===== config.mk =====
export PLATFORM = sky130hd
export DESIGN_NAME = uart_receiver
export DESIGN_NICKNAME = d
export VERILOG_FILES = /design/src/rtl/uart_pkg.sv /design/src/rtl/uart_receiver_synchronizer.sv /design/src/rtl/uart_receiver.sv
export SDC_FILE = /design/constraint.sdc
export NUM_CORES = 1
export LEC_CHECK = 0
export BUFFER_PORTS_ARGS = -buffer_cell sky130_fd_sc_hd__buf_2
export CAP_MARGIN = 10
export CORE_MARGIN = 2
export CORE_UTILIZATION = 30
export CTS_CLUSTER_DIAMETER = 30
export DETAILED_ROUTE_END_ITERATION = 6
export PLACE_DENSITY = 0.53
export REMOVE_ABC_BUFFERS = 1
export SYNTH_ARGS = -nofsm -noshare
export SYNTH_HDL_FRONTEND = slang
export SYNTH_SLANG_ARGS = --single-unit

===== constraint.sdc =====
create_clock -name clk -period 2.48 [get_ports clk]
set_clock_uncertainty 0.05 [all_clocks]
set_input_delay 0 -clock clk [delete_from_list [all_inputs] [get_ports clk]]
set_output_delay 0 -clock clk [all_outputs]
set_load 0.005 [all_outputs]

===== src/rtl/uart_pkg.sv =====
// Shared UART definitions: bit timing derived from clock/baud, and receive FSM state encodings.
package uart_pkg;

    // Clock cycles per bit on the line.
    function automatic int unsigned symbol_edge_time(input int unsigned clock_freq,
                                                     input int unsigned baud_rate);
        return clock_freq / baud_rate;
    endfunction

    // Cycles from a symbol edge to its midpoint.
    function automatic int unsigned sample_time(input int unsigned clock_freq,
                                                input int unsigned baud_rate);
        return symbol_edge_time(clock_freq, baud_rate) / 2;
    endfunction

    // One-hot receive states.
    typedef enum logic [4:0] {
        RX_IDLE      = 5'b00001,
        RX_START     = 5'b00010,
        RX_DATA      = 5'b00100,
        RX_STOP      = 5'b01000,
        RX_WAIT_HIGH = 5'b10000
    } rx_state_t;

endpackage


===== src/rtl/uart_receiver_synchronizer.sv =====
// Two-flop synchronizer for asynchronous inputs; flops reset to all-ones (idle-high lines).
module synchronizer #(
    parameter int unsigned WIDTH = 1
) (
    input  logic             clk,
    input  logic             reset,
    input  logic [WIDTH-1:0] d,
    output logic [WIDTH-1:0] q
);

    logic [WIDTH-1:0] meta;

    // Double-register the input into the clock domain.
    always_ff @(posedge clk or posedge reset) begin
        if (reset) begin
            meta <= '1;
            q    <= '1;
        end else begin
            meta <= d;
            q    <= meta;
        end
    end

endmodule


===== src/rtl/uart_receiver.sv =====
// 8N1 UART receiver: mid-bit sampling, false-start rejection, framing error detection,
// and a one-entry valid/ready holding register with overrun reporting.
module uart_receiver
    import uart_pkg::*;
#(
    parameter int unsigned CLOCK_FREQ = 125_000_000,
    parameter int unsigned BAUD_RATE  = 115_200
) (
    input  logic       clk,
    input  logic       reset,
    input  logic       serial_in,
    output logic [7:0] data_out,
    output logic       data_out_valid,
    input  logic       data_out_ready,
    output logic       framing_error,
    output logic       overrun
);

    localparam int unsigned SYMBOL_EDGE_TIME    = symbol_edge_time(CLOCK_FREQ, BAUD_RATE);
    localparam int unsigned SAMPLE_TIME         = sample_time(CLOCK_FREQ, BAUD_RATE);
    localparam int unsigned CLOCK_COUNTER_WIDTH = $clog2(SYMBOL_EDGE_TIME);

    localparam logic [CLOCK_COUNTER_WIDTH-1:0] SAMPLE_LAST = CLOCK_COUNTER_WIDTH'(SAMPLE_TIME - 1);
    localparam logic [CLOCK_COUNTER_WIDTH-1:0] SYMBOL_LAST = CLOCK_COUNTER_WIDTH'(SYMBOL_EDGE_TIME - 1);
    localparam logic [CLOCK_COUNTER_WIDTH-1:0] COUNT_ONE   = CLOCK_COUNTER_WIDTH'(1);

    logic                           rx;
    rx_state_t                      state, state_next;
    logic [CLOCK_COUNTER_WIDTH-1:0] count, count_next;
    logic [2:0]                     bit_idx, bit_idx_next;
    logic [7:0]                     shift;
    logic                           sample_bit;
    logic                           commit;
    logic                           frame_err;

    synchronizer #(.WIDTH(1)) u_sync (
        .clk   (clk),
        .reset (reset),
        .d     (serial_in),
        .q     (rx)
    );

    // State, counters and shift register.
    always_ff @(posedge clk or posedge reset) begin
        if (reset) begin
            state   <= RX_IDLE;
            count   <= '0;
            bit_idx <= '0;
            shift   <= '0;
        end else begin
            state   <= state_next;
            count   <= count_next;
            bit_idx <= bit_idx_next;
            if (sample_bit) shift[bit_idx] <= rx;
        end
    end

    // Next-state logic and sampling strobes.
    always_comb begin
        state_next   = state;
        count_next   = count + COUNT_ONE;
        bit_idx_next = bit_idx;
        sample_bit   = 1'b0;
        commit       = 1'b0;
        frame_err    = 1'b0;
        unique case (state)
            RX_IDLE: begin
                count_next = '0;
                // The start-edge cycle counts as cycle 0, so START begins at 1.
                if (!rx) begin
                    state_next = RX_START;
                    count_next = COUNT_ONE;
                end
            end
            RX_START: begin
                if (count == SAMPLE_LAST) begin
                    count_next   = '0;
                    bit_idx_next = '0;
                    state_next   = rx ? RX_IDLE : RX_DATA;
                end
            end
            RX_DATA: begin
                if (count == SYMBOL_LAST) begin
                    count_next   = '0;
                    sample_bit   = 1'b1;
                    bit_idx_next = bit_idx + 3'd1;
                    if (bit_idx == 3'd7) state_next = RX_STOP;
                end
            end
            RX_STOP: begin
                if (count == SYMBOL_LAST) begin
                    count_next = '0;
                    if (rx) begin
                        commit     = 1'b1;
                        state_next = RX_IDLE;
                    end else begin
                        frame_err  = 1'b1;
                        state_next = RX_WAIT_HIGH;
                    end
                end
            end
            RX_WAIT_HIGH: begin
                count_next = '0;
                if (rx) state_next = RX_IDLE;
            end
            default: begin
                count_next = '0;
                state_next = RX_IDLE;
            end
        endcase
    end

    // Holding register, handshake and error pulses.
    always_ff @(posedge clk or posedge reset) begin
        if (reset) begin
            data_out       <= '0;
            data_out_valid <= 1'b0;
            framing_error  <= 1'b0;
            overrun        <= 1'b0;
        end else begin
            framing_error <= frame_err;
            overrun       <= 1'b0;
            if (commit) begin
                if (!data_out_valid || data_out_ready) begin
                    data_out       <= shift;
                    data_out_valid <= 1'b1;
                end else begin
                    overrun <= 1'b1;
                end
            end else if (data_out_valid && data_out_ready) begin
                data_out_valid <= 1'b0;
            end
        end
    end

endmodule


==> metrics.md <==
| Metric | Value |
|---|---|
| Start of the worst register-to-register path | `count[0]` |
| GR Util All Layers | `a little under an eighth` |
| Final core occ | `a little over a third` |
| Synthesis Warnings | `0` |
| Die X | `84.7 µm` |
| DP Cell Count | `approximately 260` |
| CTS max path bufs | `2` |
| Synth cell types | `38` |
| Final min period | `2160 ps` |
| Global-route wire length before repair | `6570 µm` |
| Ports | `15` |
| Actual slew at the worst max-slew pin | `530 ps` |
| Synth async-reset ratio | `100%` |
| Routed Antenna Nets | `0` |
| Layout area overhead | `14.3%` |
| Yosys top cell area share | `between 40% and 50%` |
| Unrepaired setup endpoints after global routing | `no` |
| Hold wc startpoint | `serial_in` |
| Clock-pin slew on the worst setup and hold paths | `around 70 ps` |
| CTS tree | `built` |
| Cts repair resizes | `0` |
| Crit. Startpoint | `count[0]` |
| Total wire length | `3660 µm` |
| Most numerous cell in the Yosys netlist | `dfrtp_1` |
| Leakage | `0.997 nW` |
| Sequential cell area | `~0.0010 mm²` |
| Initial antenna violation count | `0` |
| Largest net degree at the start of global routing | `41` |
| 1st-pass router iterations | `4` |
| Final GP Congestion | `0.807` |
| Post-Syn Area per Cell | `roughly 11 µm²` |
| Layout cell share with drive strength beyond 1 | `about a quarter` |
| Final Max Slew Viols | `0` |
| Grt total ovfl | `0` |
| Drc violations | `0` |
| Top cells by count, synth | `dfrtp_1 (37), nor2_1 (17), mux2_2 (16), nand2_1 (16), nor4_1 (9)` |
| Final setup TNS | `0 ps` |
| CTS root buf | `clkbuf_8` |
| Post-synth top flop | `dfrtp_1` |
| CTS HTree Levels | `2` |
| Leading area contributor after synthesis | `dfrtp_1` |
| Starting density of the core | `between 30% and 40%` |
| Count of buffers from port buffering | `14` |
| Crit path required time | `approximately 2600 ps` |
| Fill count | `649` |
| Final Hold Fails | `0` |
| Max-cap violations | `0` |
| Top cells by area in the synthesized netlist | `dfrtp_1 (47%), mux2_2 (9.2%), dfstp_2 (4.0%)` |
| Vias in the first global route | `between 1000 and 1500` |
| #FFs+latches synth | `40` |
| Initial DRC count | `approximately 110` |
| Number of synthesized flops with an enable pin | `0` |
| Hpwl dp | `2550 µm` |
| Fmax | `0.463 GHz` |
| Skew-Pair Late Insertion Delay | `about 300 ps` |
| Final nets | `204` |
| Clock Sinks | `40` |
| Fin cells | `273` |
| Setup violators final | `0` |
| Routed WL per cell | `roughly 13 µm` |
| Area of the multi-input gates | `around 890 µm²` |
| Via count | `roughly 1400` |
| Status | `completed` |
| Ant. Diodes | `0` |
| Via density per instance | `4.95` |
| Core area | `0.00631 mm²` |
| Sequential fraction of the synthesis area | `between 50 and 60%` |
| Cell area after synthesis | `0.00195 mm²` |
| TritonCTS buffer count | `5` |
| Slew margin rel. | `around two thirds` |
| Worst setup EP type | `register` |
| Gate Count Post-Synth | `about 180` |
| Setup Fix Bufs, Post-CTS | `0` |
| Largest fanout on the critical path | `8` |
| CP Data Arrival Time | `~2300 ps` |
| Row cnt | `29` |
| Worst IR Drop VDD | `between 300 and 400 µV` |
| Critical Path Source Type | `register` |
| Hold WS | `between 300 and 400 ps` |
| Worst hold path class | `in -> reg` |
| CP Class | `reg -> reg` |
| Power Dens Cells | `around 740 mW/mm²` |
| DIE AREA | `about 0.0072 mm²` |
| Fin crit share | `approximately 87%` |
| Chip height | `approximately 85 µm` |
power by group:
part           switching, mW  leakage, nW  total, mW  internal, mW
combinational          0.258        0.401      0.411         0.152
clock                  0.224       0.0510      0.446         0.222
sequential            0.0722        0.545      0.785         0.713
worst paths after layout:
| path | to | slack [ps] | cells after the start |
|---|---|---|---|
| worst max-delay path | data_out[4] | 320 | 7 |
| worst min-delay path | u_sync.meta | 300 | 2 |
| worst max register to register | data_out[4] | 320 | 7 |
| worst min register to register | u_sync.q | 310 | 0 |
| max in group asynchronous | state[0] | 1690 | 4 |
| min in group asynchronous | data_out[0] | 320 | 4 |
cells in the final DEF (no fill, tap or decap), drive strengths merged, types with 4 or more instances in the layout:
| cell | count |
|---|---|
| dfrtp | 37 |
| nor2 | 17 |
| buf | 17 |
| nand2 | 16 |
| mux2 | 16 |
| nor4 | 9 |
| inv | 8 |
| xnor2 | 7 |
| clkbuf | 6 |
| nand3 | 5 |
| ha | 5 |
| nand4 | 5 |
| o22ai | 4 |
| nor3 | 4 |
sequential cells by signal, summed over array words and instances (netlist names):
| register | flops |
|---|---|
| count | 11 |
| data_out | 8 |
| shift | 8 |
| state | 5 |
| bit_idx | 3 |
| data_out_valid | 1 |
| framing_error | 1 |
| overrun | 1 |
| u_sync.meta | 1 |
| u_sync.q | 1 |
per-layer routing:
layer | track usage, % | wire length, µm | up-vias | share of wire [%]
li1 | - | - | 663 | -
met1 | 16.4 | 1820 | 654 | 50
met2 | 16.4 | 1620 | 29 | 44
met3 | 2.95 | 128 | 5 | 3.5
met4 | 6.49 | 93 | 0 | 2.5
met5 | 0 | 0 | - | 0
critical path, cell delays in order, from the launching register on:
cell and delay, ps:
dfrtp_1 430, inv_1 80, ha_1 140, and4b_1 290, nand4_4 190, nor4b_4 300, buf_4 220, mux2_2 340
cell families after synthesis:
logic type | after synthesis | synth area share (%)
xor+xnor | 9 | 4.04
fa+ha+maj | 5 | 3.20
buf+inv | 15 | 3.14
mux | 19 | 10.8
simple gates | 71 | 21.7
compound gates | 16 | 5.70
flops | 40 | 51.4
repair_timing:
item / CTS / global route
hold buffers: 3 / 0
setup endpoints to repair: 0 / 0
endpoints found under the hold margin: 40 / 0
per-stage QoR:
step	power, mW	worst slack [ps]	area [µm²]
final	1.64	322	2230
after global routing	1.76	166	2230
after global placement	1.21	412	2110
after floorplan	1.08	441	1920
after detailed placement	1.20	314	2110
after CTS	1.66	301	2230
cell type report:
| class | count | share of cell area [%] |
|---|---|---|
| flip-flops and latches | 40 | 45.0 |
| multi-input cells | 120 | 39.7 |
| repair buffers | 20 | 5.49 |
| well taps | 77 | 4.31 |
| clock buffers | 6 | 3.70 |
| inverters | 8 | 1.34 |
| clock inverters | 2 | 0.448 |
Power figures use the tool's default switching activity.
